## src/rtl/dram_ctrl.sv

```systemverilog
// dram_ctrl: initiator-side controller between a PIM compute client and the
// dram bank model. It runs one full-row read or write at a time and drives
// the dram command interface. Write rows go out as BURST_LEN beats. Read
// beats are assembled back into a row.
//
// Ports
//   clk, rst                   clock, synchronous active-high reset
//   req_valid/req_ready        client request handshake (ready only in IDLE)
//   req_we, req_addr,          request: direction, row address, write row
//   req_wdata
//   resp_valid/resp_ready      response handshake (valid held until accepted)
//   resp_rdata, resp_err       assembled read row (0 for writes), error flag
//   addr, read_en, write_en    dram command outputs (registered)
//   wdata                      current write beat, muxed by the beat pointer
//   dram_ready, dram_complete, dram status inputs
//   valid, rdata               dram beat strobe and read beat

module dram_ctrl #(
    parameter int ADDRESS_LEN        = 8,
    parameter int BURST_ACCESS_WIDTH = 32,
    parameter int BURST_LEN          = 4,
    parameter int TIMEOUT_CYCLES     = 64
) (
    input  logic                                    clk,
    input  logic                                    rst,
    input  logic                                    req_valid,
    output logic                                    req_ready,
    input  logic                                    req_we,
    input  logic [ADDRESS_LEN-1:0]                  req_addr,
    input  logic [BURST_LEN*BURST_ACCESS_WIDTH-1:0] req_wdata,
    output logic                                    resp_valid,
    input  logic                                    resp_ready,
    output logic [BURST_LEN*BURST_ACCESS_WIDTH-1:0] resp_rdata,
    output logic                                    resp_err,
    output logic [ADDRESS_LEN-1:0]                  addr,
    output logic                                    read_en,
    output logic                                    write_en,
    output logic [BURST_ACCESS_WIDTH-1:0]           wdata,
    input  logic                                    dram_ready,
    input  logic                                    dram_complete,
    input  logic                                    valid,
    input  logic [BURST_ACCESS_WIDTH-1:0]           rdata
);

    localparam int RW  = BURST_LEN * BURST_ACCESS_WIDTH;
    localparam int BAW = BURST_ACCESS_WIDTH;
    localparam int BW  = (BURST_LEN > 1) ? $clog2(BURST_LEN) : 1;
    localparam int RBW = $clog2(BURST_LEN + 1);
    localparam int TW  = $clog2(TIMEOUT_CYCLES + 1);

    localparam logic [BW-1:0]  WBEAT_MAX  = BW'(BURST_LEN - 1);
    localparam logic [RBW-1:0] RBEAT_FULL = RBW'(BURST_LEN);
    localparam logic [TW-1:0]  TCNT_LAST  = TW'(TIMEOUT_CYCLES - 1);

    typedef enum logic [2:0] {
        S_IDLE,
        S_ISSUE,
        S_ACCESS,
        S_RESP,
        S_GAP
    } state_t;

    state_t state_q, state_d;

    // Control registers (reset)
    logic                   req_ready_d, resp_valid_d, resp_err_d;
    logic                   read_en_d, write_en_d, we_q, we_d;
    logic [ADDRESS_LEN-1:0] addr_d;
    logic [RW-1:0]          resp_rdata_d;
    logic [BW-1:0]          wbeat_q, wbeat_d;
    logic [RBW-1:0]         rbeat_q, rbeat_d;
    logic [TW-1:0]          tcnt_q, tcnt_d;

    // Data registers (not reset; always loaded before use)
    logic [ADDRESS_LEN-1:0] addr_q, addr_lat_d;
    logic [RW-1:0]          wrow_q, wrow_d;
    logic [RW-1:0]          rbuf_q, rbuf_d;

    always_ff @(posedge clk) begin
        if (rst) begin
            state_q    <= S_IDLE;
            req_ready  <= 1'b1;
            resp_valid <= 1'b0;
            resp_err   <= 1'b0;
            read_en    <= 1'b0;
            write_en   <= 1'b0;
            addr       <= '0;
            resp_rdata <= '0;
            wbeat_q    <= '0;
            rbeat_q    <= '0;
            tcnt_q     <= '0;
            we_q       <= 1'b0;
        end else begin
            state_q    <= state_d;
            req_ready  <= req_ready_d;
            resp_valid <= resp_valid_d;
            resp_err   <= resp_err_d;
            read_en    <= read_en_d;
            write_en   <= write_en_d;
            addr       <= addr_d;
            resp_rdata <= resp_rdata_d;
            wbeat_q    <= wbeat_d;
            rbeat_q    <= rbeat_d;
            tcnt_q     <= tcnt_d;
            we_q       <= we_d;
        end
    end

    always_ff @(posedge clk) begin
        addr_q <= addr_lat_d;
        wrow_q <= wrow_d;
        rbuf_q <= rbuf_d;
    end

    always_comb begin
        state_d      = state_q;
        req_ready_d  = req_ready;
        resp_valid_d = resp_valid;
        resp_err_d   = resp_err;
        read_en_d    = read_en;
        write_en_d   = write_en;
        addr_d       = addr;
        resp_rdata_d = resp_rdata;
        wbeat_d      = wbeat_q;
        rbeat_d      = rbeat_q;
        tcnt_d       = tcnt_q;
        we_d         = we_q;
        addr_lat_d   = addr_q;
        wrow_d       = wrow_q;
        rbuf_d       = rbuf_q;

        unique case (state_q)
            S_IDLE: begin
                req_ready_d = 1'b1;
                if (req_valid && req_ready) begin
                    we_d        = req_we;
                    addr_lat_d  = req_addr;
                    wrow_d      = req_wdata;
                    wbeat_d     = '0;
                    rbeat_d     = '0;
                    resp_err_d  = 1'b0;
                    rbuf_d      = '0;
                    req_ready_d = 1'b0;
                    state_d     = S_ISSUE;
                end
            end

            S_ISSUE: begin
                if (dram_ready) begin
                    read_en_d  = !we_q;
                    write_en_d = we_q;
                    addr_d     = addr_q;
                    tcnt_d     = '0;
                    state_d    = S_ACCESS;
                end
            end

            S_ACCESS: begin
                tcnt_d = tcnt_q + 1'b1;
                if (we_q) begin
                    if (valid && (wbeat_q != WBEAT_MAX))
                        wbeat_d = wbeat_q + 1'b1;
                end else if (valid && (rbeat_q < RBEAT_FULL)) begin
                    for (int k = 0; k < BURST_LEN; k++) begin
                        if (rbeat_q == RBW'(k))
                            rbuf_d[k*BAW +: BAW] = rdata;
                    end
                    rbeat_d = rbeat_q + 1'b1;
                end

                // A beat sampled on the completing edge still counts, so the
                // short-read check and the returned row use the updated values.
                if (dram_complete) begin
                    read_en_d    = 1'b0;
                    write_en_d   = 1'b0;
                    resp_err_d   = !we_q && (rbeat_d != RBEAT_FULL);
                    resp_valid_d = 1'b1;
                    resp_rdata_d = we_q ? '0 : rbuf_d;
                    state_d      = S_RESP;
                end else if (tcnt_q == TCNT_LAST) begin
                    read_en_d    = 1'b0;
                    write_en_d   = 1'b0;
                    resp_err_d   = 1'b1;
                    resp_valid_d = 1'b1;
                    resp_rdata_d = we_q ? '0 : rbuf_d;
                    state_d      = S_RESP;
                end
            end

            S_RESP: begin
                if (resp_ready) begin
                    resp_valid_d = 1'b0;
                    state_d      = S_GAP;
                end
            end

            // One idle cycle so the dram model leaves DONE before a new issue.
            S_GAP: begin
                req_ready_d = 1'b1;
                state_d     = S_IDLE;
            end

            default: begin
                state_d = S_IDLE;
            end
        endcase
    end

    always_comb begin
        wdata = '0;
        for (int k = 0; k < BURST_LEN; k++) begin
            if (wbeat_q == BW'(k))
                wdata = wrow_q[k*BAW +: BAW];
        end
    end

endmodule
```

## config.mk

```make
export PLATFORM = sky130hd
export DESIGN_NAME = dram_ctrl
export DESIGN_NICKNAME = d
export VERILOG_FILES = /design/src/rtl/dram_ctrl.sv
export SDC_FILE = /design/constraint.sdc
export NUM_CORES = 1
export LEC_CHECK = 0
export ABC_AREA = 1
export CAP_MARGIN = 15
export CORE_ASPECT_RATIO = 1.1
export CORE_MARGIN = 1
export CORE_UTILIZATION = 55
export CTS_CLUSTER_DIAMETER = 200
export CTS_CLUSTER_SIZE = 8
export DETAILED_ROUTE_END_ITERATION = 7
export PLACE_DENSITY_LB_ADDON = 0.1
export SLEW_MARGIN = 10
export SYNTH_ARGS = -nofsm -noshare
export SYNTH_HDL_FRONTEND = slang
export SYNTH_SLANG_ARGS = --single-unit
```

## constraint.sdc

```tcl
create_clock -name clk -period 57 [get_ports clk]
set_input_delay 8.55 -clock clk [delete_from_list [all_inputs] [get_ports clk]]
set_output_delay 8.55 -clock clk [all_outputs]
set_load 0.005 [all_outputs]
```

# After elaboration in Yosys (flattened, before gate mapping)
# Index checks and enable logic that the tools add are counted.
[word_totals]
ff_bits = 421
romBits = 0
memories = 0
latchBits = 0
output_inout_bits = 173
word_cells = 108
mem_bits_rw = 0
[op_classes]
add_sub_neg = 3
muxes = 47
n_eq_ne = 19
bitwise_logic = 0
div = 0
n_shift = 0
magnitude_cmp = 1
multipliers = 0
reduce_logical = 23
[op_table]
columns = ["cell", "count"]
rows = [
  ["$mux 128", 6],
  ["$mux 32", 8],
  ["$pmux 128 s2", 1],
  ["$mux 3", 9],
  ["$pmux 7 s2", 1],
  ["$eq 3x2->1 const B", 4],
  ["$ne 2x2->1 const B", 6],
  ["$pmux 3 s4", 1],
  ["$mux 1", 10],
  ["$pmux 1 s2", 5],
  ["$reduce_and 2->1", 5],
  ["$reduce_bool 2->1", 5],
  ["$reduce_and 3->1", 3],
  ["$reduce_and 4->1", 2],
  ["$add 7x1->7 const B", 1],
  ["$eq 7x6->1 const B", 1],
  ["$mux 7", 1],
  ["$eq 3x1->1 const B", 2],
  ["$logic_not 3->1", 2],
  ["$mux 2", 3],
  ["$ne 3x3->1 const B", 2],
  ["$pmux 3 s2", 1],
  ["$eq 2x2->1 const B", 2],
  ["$logic_and 1x1->1", 4],
  ["8 further kinds", 8],
]

# Logic depth before layout (Yosys ltp)
# Gate-level depths: netlist of the first run.
[logic_depth]
ltp_word = 9
mapped_depth = 10
ltp_nobuf = 10

# Least setup slack after synthesis of the first run
# No wires, ideal clock.
[synth_path]
kind = "input to register"
start = "input port req_valid"
end = "register rbuf_q[0], enable pin"
setup_slack_ps = 30810
stages = 4
setup_ps = 463
arrival_time_ps = 25727
path_buffers = 0
required_ps = 56537
cell_sequence = "nand2_1 > nor4_1 > nor2_1 > inv_1"
[synth_via]
elab_chain_len = 3
[synth_lines]
columns = ["item", "line_no", "rtl"]
rows = [
  ["from (decl)", "26", "input logic req_valid,"],
  ["$logic_and 1x1->1", "135", "if (req_valid && req_ready) begin"],
  ["$ne 2x2->1 (no source line)", "n/a", ""],
  ["$reduce_and 2->1 (no source line)", "n/a", ""],
  ["to (signal assigned)", "112", "rbuf_q <= rbuf_d;"],
  ["to (decl)", "77", "logic [RW-1:0] rbuf_q, rbuf_d;"],
]
# No other way between the ends.
# A chain may end at the register's enable or synchronous reset.

# Final worst setup path of the first run
[layout_path]
start = "register wbeat_q[0]"
end = "output port wdata[27]"
[layout_via]
elab_chain_len = 5
[layout_lines]
columns = ["item", "line_no", "rtl"]
rows = [
  ["from (decl)", "70", "logic [BW-1:0] wbeat_q, wbeat_d;"],
  ["from (signal assigned)", "102", "wbeat_q <= wbeat_d;"],
  ["$logic_not 2->1", "212", "if (wbeat_q == BW'(k))"],
  ["$mux 32 (3 in a row)", "212", ""],
  ["$mux 32 (*)", "212", ""],
  ["to (decl)", "38", "output logic [BURST_ACCESS_WIDTH-1:0] wdata,"],
]
# Mark *: on every way between the ends. The rest lies on a longest branch, timed or not.

==> summary.txt, run 1 <==
Floorplan
  • Die Wd: 168 um
  • Die area: 30900 um^2
  • Initial Utilization: 56.0%
  • Die height: 184 um
  • I/O pin count: 349
  • CORE AREA: 29600 um^2
  • Rows: 66

Route
  • Drt initial violations: 1119
  • Avg WL per Cell: 18.1 um
  • DRT Pass-1 Iters: 6
  • Vias: 13100
  • DRT antenna net count: 0
  • Residual DRC count: 0
  • Wirelength, routed: 43200 um
  • Via density: 5.47

Logic synthesis
  • Synthesized area: 16600 um^2
  • Sequential element share of the synthesized area: 66.7%
  • Synth cell types: 32
  • Post-Syn Instances: 1655
  • Top cells by area, synth: edfxtp_1 (48%), dfxtp_1 (19%), nand2_1 (8.1%), nor2_1 (7.2%), a21oi_1 (6.2%)
  • Synth Warn #: 0
  • Syn_nets: 1841
  • Area leader, netlist: edfxtp_1
  • Synth Register Bits: 421
  • Syn avg cell area: 10.0 um^2
  • Post-synth top area share: 47.8%

Setup path
  • Maximum fanout along the worst path: 33
  • Largest stage delay on the critical path: 0.56 ns
  • Worst R2R Setup Slack: 53.77 ns
  • CP Capture Type: primary output
  • Worst reg2reg startpoint: tcnt_q[0]
  • End of the critical path: wdata[27]
  • Critical Path Source Type: flop
  • CP startpoint: wbeat_q[0]
  • Crit path cell chain: ha_1 > buf_4 > inv_1 > buf_4 > nor2_1 > a21oi_1 > clkdlybuf4s50_1
  • Reg-to-reg endpoint: resp_rdata[49]
  • WP data required: 48.45 ns
  • Most frequent CP cell: buf_4
  • Slowest CP cell: inv_1
  • FF-to-FF path depth: 8
  • Arr. time, crit path: 3.08 ns
  • Setup CP Type: reg -> out

STA
  • Slew @ Worst Pin: 1.15 ns
  • Slew HR: 23.1%
  • Fmax: 86.0 MHz
  • Worst setup margin: 45.37 ns
  • Setup violators final: 0
  • RSZ-0062 raised after global routing: no
  • Final min period: 11.63 ns
  • Worst Clk Skew: 0.0178 ns
  • TNS Setup: 0 ns
  • Hold Violations, Final: 0
  • Final worst path period share: 20.4%
  • Final Max Slew Viols: 0

Placement
  • Place WS: 45.65 ns
  • Cell Area, Placed: 20100 um^2
  • Post-DP HPWL: 26900 um
  • Gp weighted congestion: 0.817
  • Placed Cells: 2281
  • I/O Buffers: 348

Clock network
  • CTS tree: done
  • Setup Buffers After CTS: 0
  • Post-CTS sizing: 0
  • CTS Hold Bufs: 0
  • Deepest clock path buffer count: 3
  • Clock-pin slew on the worst setup and hold paths: 0.05 ns
  • Clock sinks: 421
  • Root Buffer: clkbuf_16
  • TritonCTS buffer count: 58
  • Worst skew pair latency: 0.56 ns
  • Clock H-tree levels: 2

Global routing
  • Total gr overflow: 0
  • Vias in the first global route: 12600
  • Total GRT Usage: 27.9%
  • Pin count of the biggest net entering global routing: 129
  • First-pass GRT wire length: 67400 um
  • Initial antenna violation count: 1

Flow run
  • Max-cap violations: 0

Status
  • Outcome: finished clean

Finish
  • Layout Cells excl Fill: 2393
  • Final core utilization: 73.7%
  • Filler Cell Count: 2088
  • Finished Cell Area: 21800 um^2
  • Share of layout cells above drive strength 1: 4.81%
  • Syn-to-layout area delta: 31.6%
  • Layout Nets: 2154
  • FF/Latch Area: 11100 um^2
  • Multi-input logic area: 4880 um^2

Power
  • Worst IR Drop VDD: 0.0354 mV
  • Leakage power: 7.87 nW
  • PwrDens: 43.4 nW/um^2

Min path
  • Worst min path class: reg -> reg
==> sequential cells by signal, summed over array words and instances, names as in the netlist, 2 cells and up <==
register,count
rbeat_q,3
addr,8
wbeat_q,2
rbuf_q,128
resp_rdata,128
tcnt_q,7
state_q,3
addr_q,8
wrow_q,128
==> worst min-delay path by stage <==
| stage | start | end | depth (start not counted) |
|---|---|---|---|
| global placement | write_en | write_en | 2 |
| finish | resp_rdata[97] | resp_rdata[97] | 2 |
| detailed placement | write_en | write_en | 2 |
| floorplan | tcnt_q[6] | tcnt_q[6] | 2 |
| CTS | write_en | write_en | 2 |
| global route | resp_rdata[108] | resp_rdata[108] | 2 |
==> worst max-delay path: cells and delay by family, from the launching register on <==
kind,cells,cell delay [ns]
fa+ha+maj,1,0.20
simple gates,1,0.06
flops,1,0.33
compound gates,1,0.19
buf+inv,4,1.73
==> synth_stat cells (all sizes together) <==
cell / number
ha: 10
o21ai: 144
nor3: 3
nand3: 12
buf: 54
o21bai: 1
o22ai: 1
a21o: 32
a21oi: 207
nor2: 318
nor4: 1
a31o: 2
inv: 29
nand4: 4
nand2: 360
clkbuf: 53
edfxtp: 264
dfxtp: 157
o311a: 1
nand3b: 2
==> per-layer routing <==
layer	up-vias	GRT usage [%]	wire length (um)
met5	-	0	0
met3	83	7.62	3950
met4	0	10.5	1300
met2	571	46.2	21100
li1	6244	-	-
met1	6180	35.1	16900
==> logic make-up after synthesis <==
| family | Yosys count | share of synthesized area (%) |
|---|---|---|
| buf+inv | 136 | 4.02 |
| fa+ha+maj | 10 | 0.754 |
| compound gates | 388 | 12.3 |
| simple gates | 700 | 16.2 |
| flops | 421 | 66.7 |
==> metrics by stage <==
| stage | power (W) | hold WS (ns) |
|---|---|---|
| finish | 0.000949 | 0.462 |
| global route | 0.000993 | 0.477 |
| CTS | 0.000952 | 0.460 |
| detailed placement | 0.000633 | 0.453 |
| global placement | 0.000626 | 0.448 |
| floorplan | 0.000571 | 0.443 |
==> layout make-up <==
cell class / instances / share of cell area (%)
Timing Repair Buffer: 360 / 16.4
Inverter: 29 / 0.544
Multi-Input combinational cell: 1098 / 22.3
Antenna cell: 1 / 0.0115
Tap cell: 374 / 2.14
Sequential cell: 421 / 50.7
Clock buffer: 109 / 7.81
Clock inverter: 1 / 0.0229
==> layout by cell type, fill, tap and decap left out, drive strengths merged, types with 2 or more instances in the layout <==
cell type / n
dfxtp: 157
a21oi: 207
nand3b: 2
clkbuf: 109
a21o: 32
nor2: 318
nor3: 3
edfxtp: 264
ha: 10
o21ai: 144
inv: 29
buf: 13
nand2: 360
clkdlybuf4s50: 347
a31o: 2
nand3: 12
nand4: 4
==> where the power goes <==
| group | internal [W] | total (W) | switching (W) |
|---|---|---|---|
| combinational | 0.0000683 | 0.000184 | 0.000115 |
| clock | 0.000198 | 0.000319 | 0.000121 |
| sequential | 0.000423 | 0.000446 | 0.0000229 |
| total | 0.000689 | 0.000949 | 0.000259 |
(Power assumes the default switching activity.)
==> run 2: changes to the inputs <==
- CORE_UTILIZATION: 55 -> 51
- clock period: 57 -> 11.4 ns (I/O delays scaled with it)
==> run 2 against run 1 <==
  * Via count is 0.38% lower
  * Flip-flop and latch count stayed put
  * Critical path depth is 1 higher
  * First-iteration DRC count is 21% lower
  * Final cell count is 1.5% higher
==> summary.txt, run 2 (same netlist as run 1, synthesis figures left out) <==
Clock network
  • CTS tree: done
  • Clock-pin slew on the worst setup and hold paths: 0.05 ns
  • CTS Hold Bufs: 0
  • Worst skew pair latency: 0.57 ns
  • Clock H-tree levels: 2
  • Root Buffer: clkbuf_16
  • Clock sinks: 421
  • TritonCTS buffer count: 58
  • Post-CTS sizing: 0
  • Deepest clock path buffer count: 3
  • Setup Buffers After CTS: 0

Power
  • Cell-internal power: 0.00343 W
  • Comb pwr share: 19.2%
  • Leakage power: 7.85 nW
  • PwrDens: 217 nW/um^2
  • Clock power share: 33.6%
  • Switch share: 27.5%
  • Worst IR Drop VDD: 0.149 mV
  • Sw Pwr: 0.00130 W
  • Sequential power share: 47.1%

Finish
  • Commonest non-fill, non-tap cell in the layout: nand2_1
  • Layout Cells excl Fill: 2430
  • Share of layout cells above drive strength 1: 4.83%
  • Final core utilization: 68.9%
  • Most frequent cells in the layout: nand2_1 (355), clkdlybuf4s50_1 (347), nor2_1 (316)
  • Layout Nets: 2153
  • Top flop regs: rbuf_q: 128 flops, resp_rdata: 128 flops, wrow_q: 128 flops
  • Filler Cell Count: 2371
  • Ant diodes: 0
  • Syn-to-layout area delta: 31.7%

Setup path
  • Setup CP Type: reg -> out
  • CP Capture Type: primary output
  • Crit path cell chain: inv_1 > ha_2 > nor2_2 > buf_4 > nand2_1 > a21o_1 > a21oi_1 > clkdlybuf4s50_1
  • Arr. time, crit path: 3.11 ns
  • Slowest CP cell: clkdlybuf4s50_1
  • Maximum fanout along the worst path: 33
  • Critical Path Source Type: flop
  • WP data required: 9.69 ns
  • Largest stage delay on the critical path: 0.52 ns

Flow run
  • Max-cap violations: 0

STA
  • Hold Violations, Final: 0
  • TNS Setup: 0 ns
  • Fmax: 208 MHz
  • RSZ-0062 raised after global routing: no
  • Final worst path period share: 42.3%
  • Slew @ Worst Pin: 1.21 ns
  • Final min period: 4.82 ns
  • Worst Clk Skew: 0.0110 ns
  • Setup violators final: 0
  • Final Max Slew Viols: 0
  • Slew HR: 19.0%
  • Worst setup margin: 6.58 ns

Floorplan
  • Die area: 33300 um^2
  • Rows: 68
  • I/O pin count: 349
  • CORE AREA: 31700 um^2
  • Initial Utilization: 52.3%
  • Die Wd: 174 um
  • Die height: 191 um

Global routing
  • Total gr overflow: 0
  • Total GRT Usage: 26.6%
  • Initial antenna violation count: 1
  • Pin count of the biggest net entering global routing: 108
  • Vias in the first global route: 12800
  • First-pass GRT wire length: 69300 um

Placement
  • Post-DP HPWL: 27400 um
  • I/O Buffers: 348
  • Gp weighted congestion: 0.817
  • Placed Cells: 2327
  • Place WS: 6.93 ns

Route
  • DRT Pass-1 Iters: 5
  • Residual DRC count: 0
  • Drt initial violations: 889
  • Via density: 5.36
  • Avg WL per Cell: 18.2 um
  • Wirelength, routed: 44300 um
  • Vias: 13000
  • DRT antenna net count: 0

Status
  • Outcome: finished clean

Min path
  • Worst min path class: reg -> reg
[run 2: changes by cell type in the layout (fill, tap and decap cells not counted), sizes merged]
cell | previous run | this run
clkbuf | 109 | 102
buf | 13 | 12
diode | 1 | 0
[run 2: power by group through the flow]
stage | clock network, W | logic [W] | registers (W)
final | 0.00159 | 0.000910 | 0.00223
after global routing | 0.00168 | 0.00101 | 0.00227
after CTS | 0.00161 | 0.000919 | 0.00223
after detailed placement | 0 | 0.000911 | 0.00226
after global placement | 0 | 0.000893 | 0.00224
after floorplan | 0 | 0.000535 | 0.00227
[run 2: layout make-up]
cell class                 count  area (um^2)  area share (%)
sequential                   421        11100            50.6
multi-input combinational   1098         4890            22.4
inverter                      29          119           0.544
clock inverter                 1         5.00          0.0229
timing repair buffer         359         3560            16.3
clock buffer                 102         1680            7.69
tap                          420          526            2.40
[run 2: stage by stage]
| stage | hold WS (ns) | power (W) | instance area, um^2 |
|---|---|---|---|
| after floorplan | 0.443 | 0.00281 | 16600 |
| after detailed placement | 0.456 | 0.00317 | 20200 |
| final | 0.461 | 0.00474 | 21900 |
| after CTS | 0.463 | 0.00476 | 21900 |
| after global routing | 0.479 | 0.00495 | 21900 |
| after global placement | 0.449 | 0.00314 | 20200 |
[run 2: worst paths after layout]
path	from	end	cells past startpoint	slack, ns
hold / removal	resp_rdata[69]	resp_rdata[69]	2	0.46
setup reg to reg	tcnt_q[0]	resp_rdata[70]	8	8.29
setup / recovery	wbeat_q[1]	wdata[15]	8	6.58
hold reg to reg	resp_rdata[69]	resp_rdata[69]	2	0.46
[run 2: worst max-delay path: cells and delay by family (launching register included)]
kind                     cells  cell delay (ns)
flip-flops                   1             0.38
buffers and inverters        3             1.00
AND/OR/NAND/NOR              2             0.38
AO/OA/AOI/OAI                2             0.34
adder cells (fa/ha/maj)      1             0.44
[run 2: routing by layer]
metal  GRT usage [%]  vias to the layer above  part of all wire (%)
met3            7.18                       58                   8.4
li1                -                     6223                     -
met1            33.6                     6239                    41
met5               0                        -                 0.029
met4            7.59                        2                   1.9
met2            44.9                      506                    49
==> run 3: changes to the inputs <==
- clock period: 11.4 -> 4.7 ns (I/O delays scaled with it)
==> run 3 against run 2 <==
  * Hold slack about the same
  * Clock-buffer cell count increased by 3
  * Highest routed layer is now met4
  * First-iteration DRC count increased by 30%
  * Largest cell class unchanged
  * Critical endpoint is now wdata[16]
  * Sequential share of layout area decreased by 0.18 points
==> summary.txt, run 3 (same netlist as run 1, synthesis figures left out) <==
Setup path
  • FF-to-FF path depth: 9
  • Maximum fanout along the worst path: 33
  • Arr. time, crit path: 3.28 ns
  • Most frequent CP cell: buf_4
  • CP Capture Type: primary output
  • Worst R2R Setup Slack: 1.94 ns
  • Top delay family on crit path: buffers and inverters
  • Setup CP Type: reg -> out
  • Largest stage delay on the critical path: 0.56 ns
  • Worst reg2reg startpoint: tcnt_q[0]
  • Reg-to-reg endpoint: resp_rdata[23]
  • Crit path cell chain: inv_1 > ha_1 > buf_4 > nor2_2 > buf_4 > nand2_1 > a21o_1 > a21oi_1 > clkdlybuf4s50_1
  • Critical Path Source Type: flop
  • Crit path buf inv count: 4
  • WP data required: 3.99 ns
  • Slowest CP cell: clkdlybuf4s50_1

Finish
  • Multi-input logic area: 4900 um^2
  • Ant diodes: 0
  • Layout Nets: 2161
  • Syn-to-layout area delta: 32.2%
  • Most frequent cells in the layout: nand2_1 (354), clkdlybuf4s50_1 (347), nor2_1 (316)
  • Top flop regs: rbuf_q: 128 flops, resp_rdata: 128 flops, wrow_q: 128 flops
  • Share of layout cells above drive strength 1: 5.14%
  • FF/Latch Area: 11100 um^2
  • Commonest non-fill, non-tap cell in the layout: nand2_1
  • Filler Cell Count: 2404

Clock network
  • Clock sinks: 421
  • Post-CTS sizing: 0
  • Clock H-tree levels: 2
  • Deepest clock path buffer count: 3
  • Clock-pin slew on the worst setup and hold paths: 0.05 ns
  • Worst skew pair latency: 0.58 ns
  • Setup Buffers After CTS: 0
  • Root Buffer: clkbuf_16
  • TritonCTS buffer count: 58
  • CTS tree: done
  • CTS Hold Bufs: 0

Min path
  • Hold Path Stages: 2
  • Hold_sp: resp_rdata[9]
  • Worst min path class: reg -> reg
  • Hold endpoint: resp_rdata[9]

STA
  • Setup violators final: 0
  • Slew @ Worst Pin: 1.16 ns
  • Final min period: 3.99 ns
  • Worst setup margin: 0.711 ns
  • Final Max Slew Viols: 0
  • Hold slack final: 0.460 ns
  • Fmax: 251 MHz
  • RSZ-0062 raised after global routing: no
  • Hold Violations, Final: 0
  • Slew HR: 22.4%
  • Worst Clk Skew: 0.0317 ns
  • Final worst path period share: 84.9%

Placement
  • I/O Buffers: 348
  • Place WS: 1.26 ns
  • Post-DP HPWL: 27800 um
  • Gp weighted congestion: 0.826

Floorplan
  • Die area: 33300 um^2
  • CORE AREA: 31700 um^2
  • I/O pin count: 349
  • Die height: 191 um
  • Die Wd: 174 um
  • Rows: 68
  • Initial Utilization: 52.3%

Route
  • Vias: 13000
  • DRT Pass-1 Iters: 5
  • Drt initial violations: 1158
  • Avg WL per Cell: 17.9 um
  • Wirelength, routed: 43800 um
  • DRT antenna net count: 0
  • Via density: 5.31
  • Residual DRC count: 0

Global routing
  • Total GRT Usage: 26.0%
  • Total gr overflow: 0
  • Pin count of the biggest net entering global routing: 141
  • Vias in the first global route: 12600
  • First-pass GRT wire length: 67700 um
  • Initial antenna violation count: 0

Flow run
  • Max-cap violations: 0

Status
  • Outcome: finished clean

Power
  • Total Power: 0.0115 W
  • PwrDens: 523 nW/um^2
  • Leakage power: 7.88 nW
  • Worst IR Drop VDD: 0.416 mV
==> run 3: how the worst max path moves through the flow <==
stage,end,cells after the start,from
after floorplan,rbuf_q[0],4,req_valid
after CTS,wdata[16],9,wbeat_q[1]
final,wdata[16],9,wbeat_q[1]
after global routing,wdata[16],9,wbeat_q[1]
after global placement,wdata[11],9,wbeat_q[1]
after detailed placement,wdata[16],9,wbeat_q[1]
==> run 3: final cells by class <==
type / instances / share of cell area (%)
Sequential cell: 421 / 50.5
Multi-Input combinational cell: 1098 / 22.3
Timing Repair Buffer: 367 / 16.7
Clock buffer: 105 / 7.52
Tap cell: 420 / 2.40
Inverter: 29 / 0.536
Clock inverter: 2 / 0.0627
==> run 3: where the power goes <==
part | switching [W] | internal, W
clock | 0.00147 | 0.00233
sequential | 0.000297 | 0.00514
combinational | 0.00139 | 0.000844
==> run 3: routing by layer <==
metal / GRT usage, % / vias to the layer above / part of all wire, %
li1: - / 6254 / -
met4: 8.54 / 0 / 2.6
met3: 7.06 / 87 / 8.8
met5: 0 / - / 0
met2: 42.6 / 507 / 47
met1: 33.4 / 6122 / 41
==> run 3: stage by stage <==
step / TNS [ns] / util [%] / area, um^2 / instances
after global routing: 0 / 69.1 / 21900 / 2442
final: 0 / 69.1 / 21900 / 2442
after floorplan: -523.63 / - / 16600 / 1655
after global placement: 0 / 63.8 / 20300 / 2334
after detailed placement: 0 / 63.8 / 20300 / 2334
after CTS: 0 / 69.1 / 21900 / 2441
==> run 3: worst reg2reg max path, cell delays in order (launching register included) <==
cell	delay [ns]
dfxtp_1	0.34
ha_1	0.25
nand4_1	0.12
nor2_1	0.06
nand2_1	0.13
nand2_1	0.11
nand2_4	0.29
buf_4	0.92
nand2_1	0.27
a21oi_1	0.20
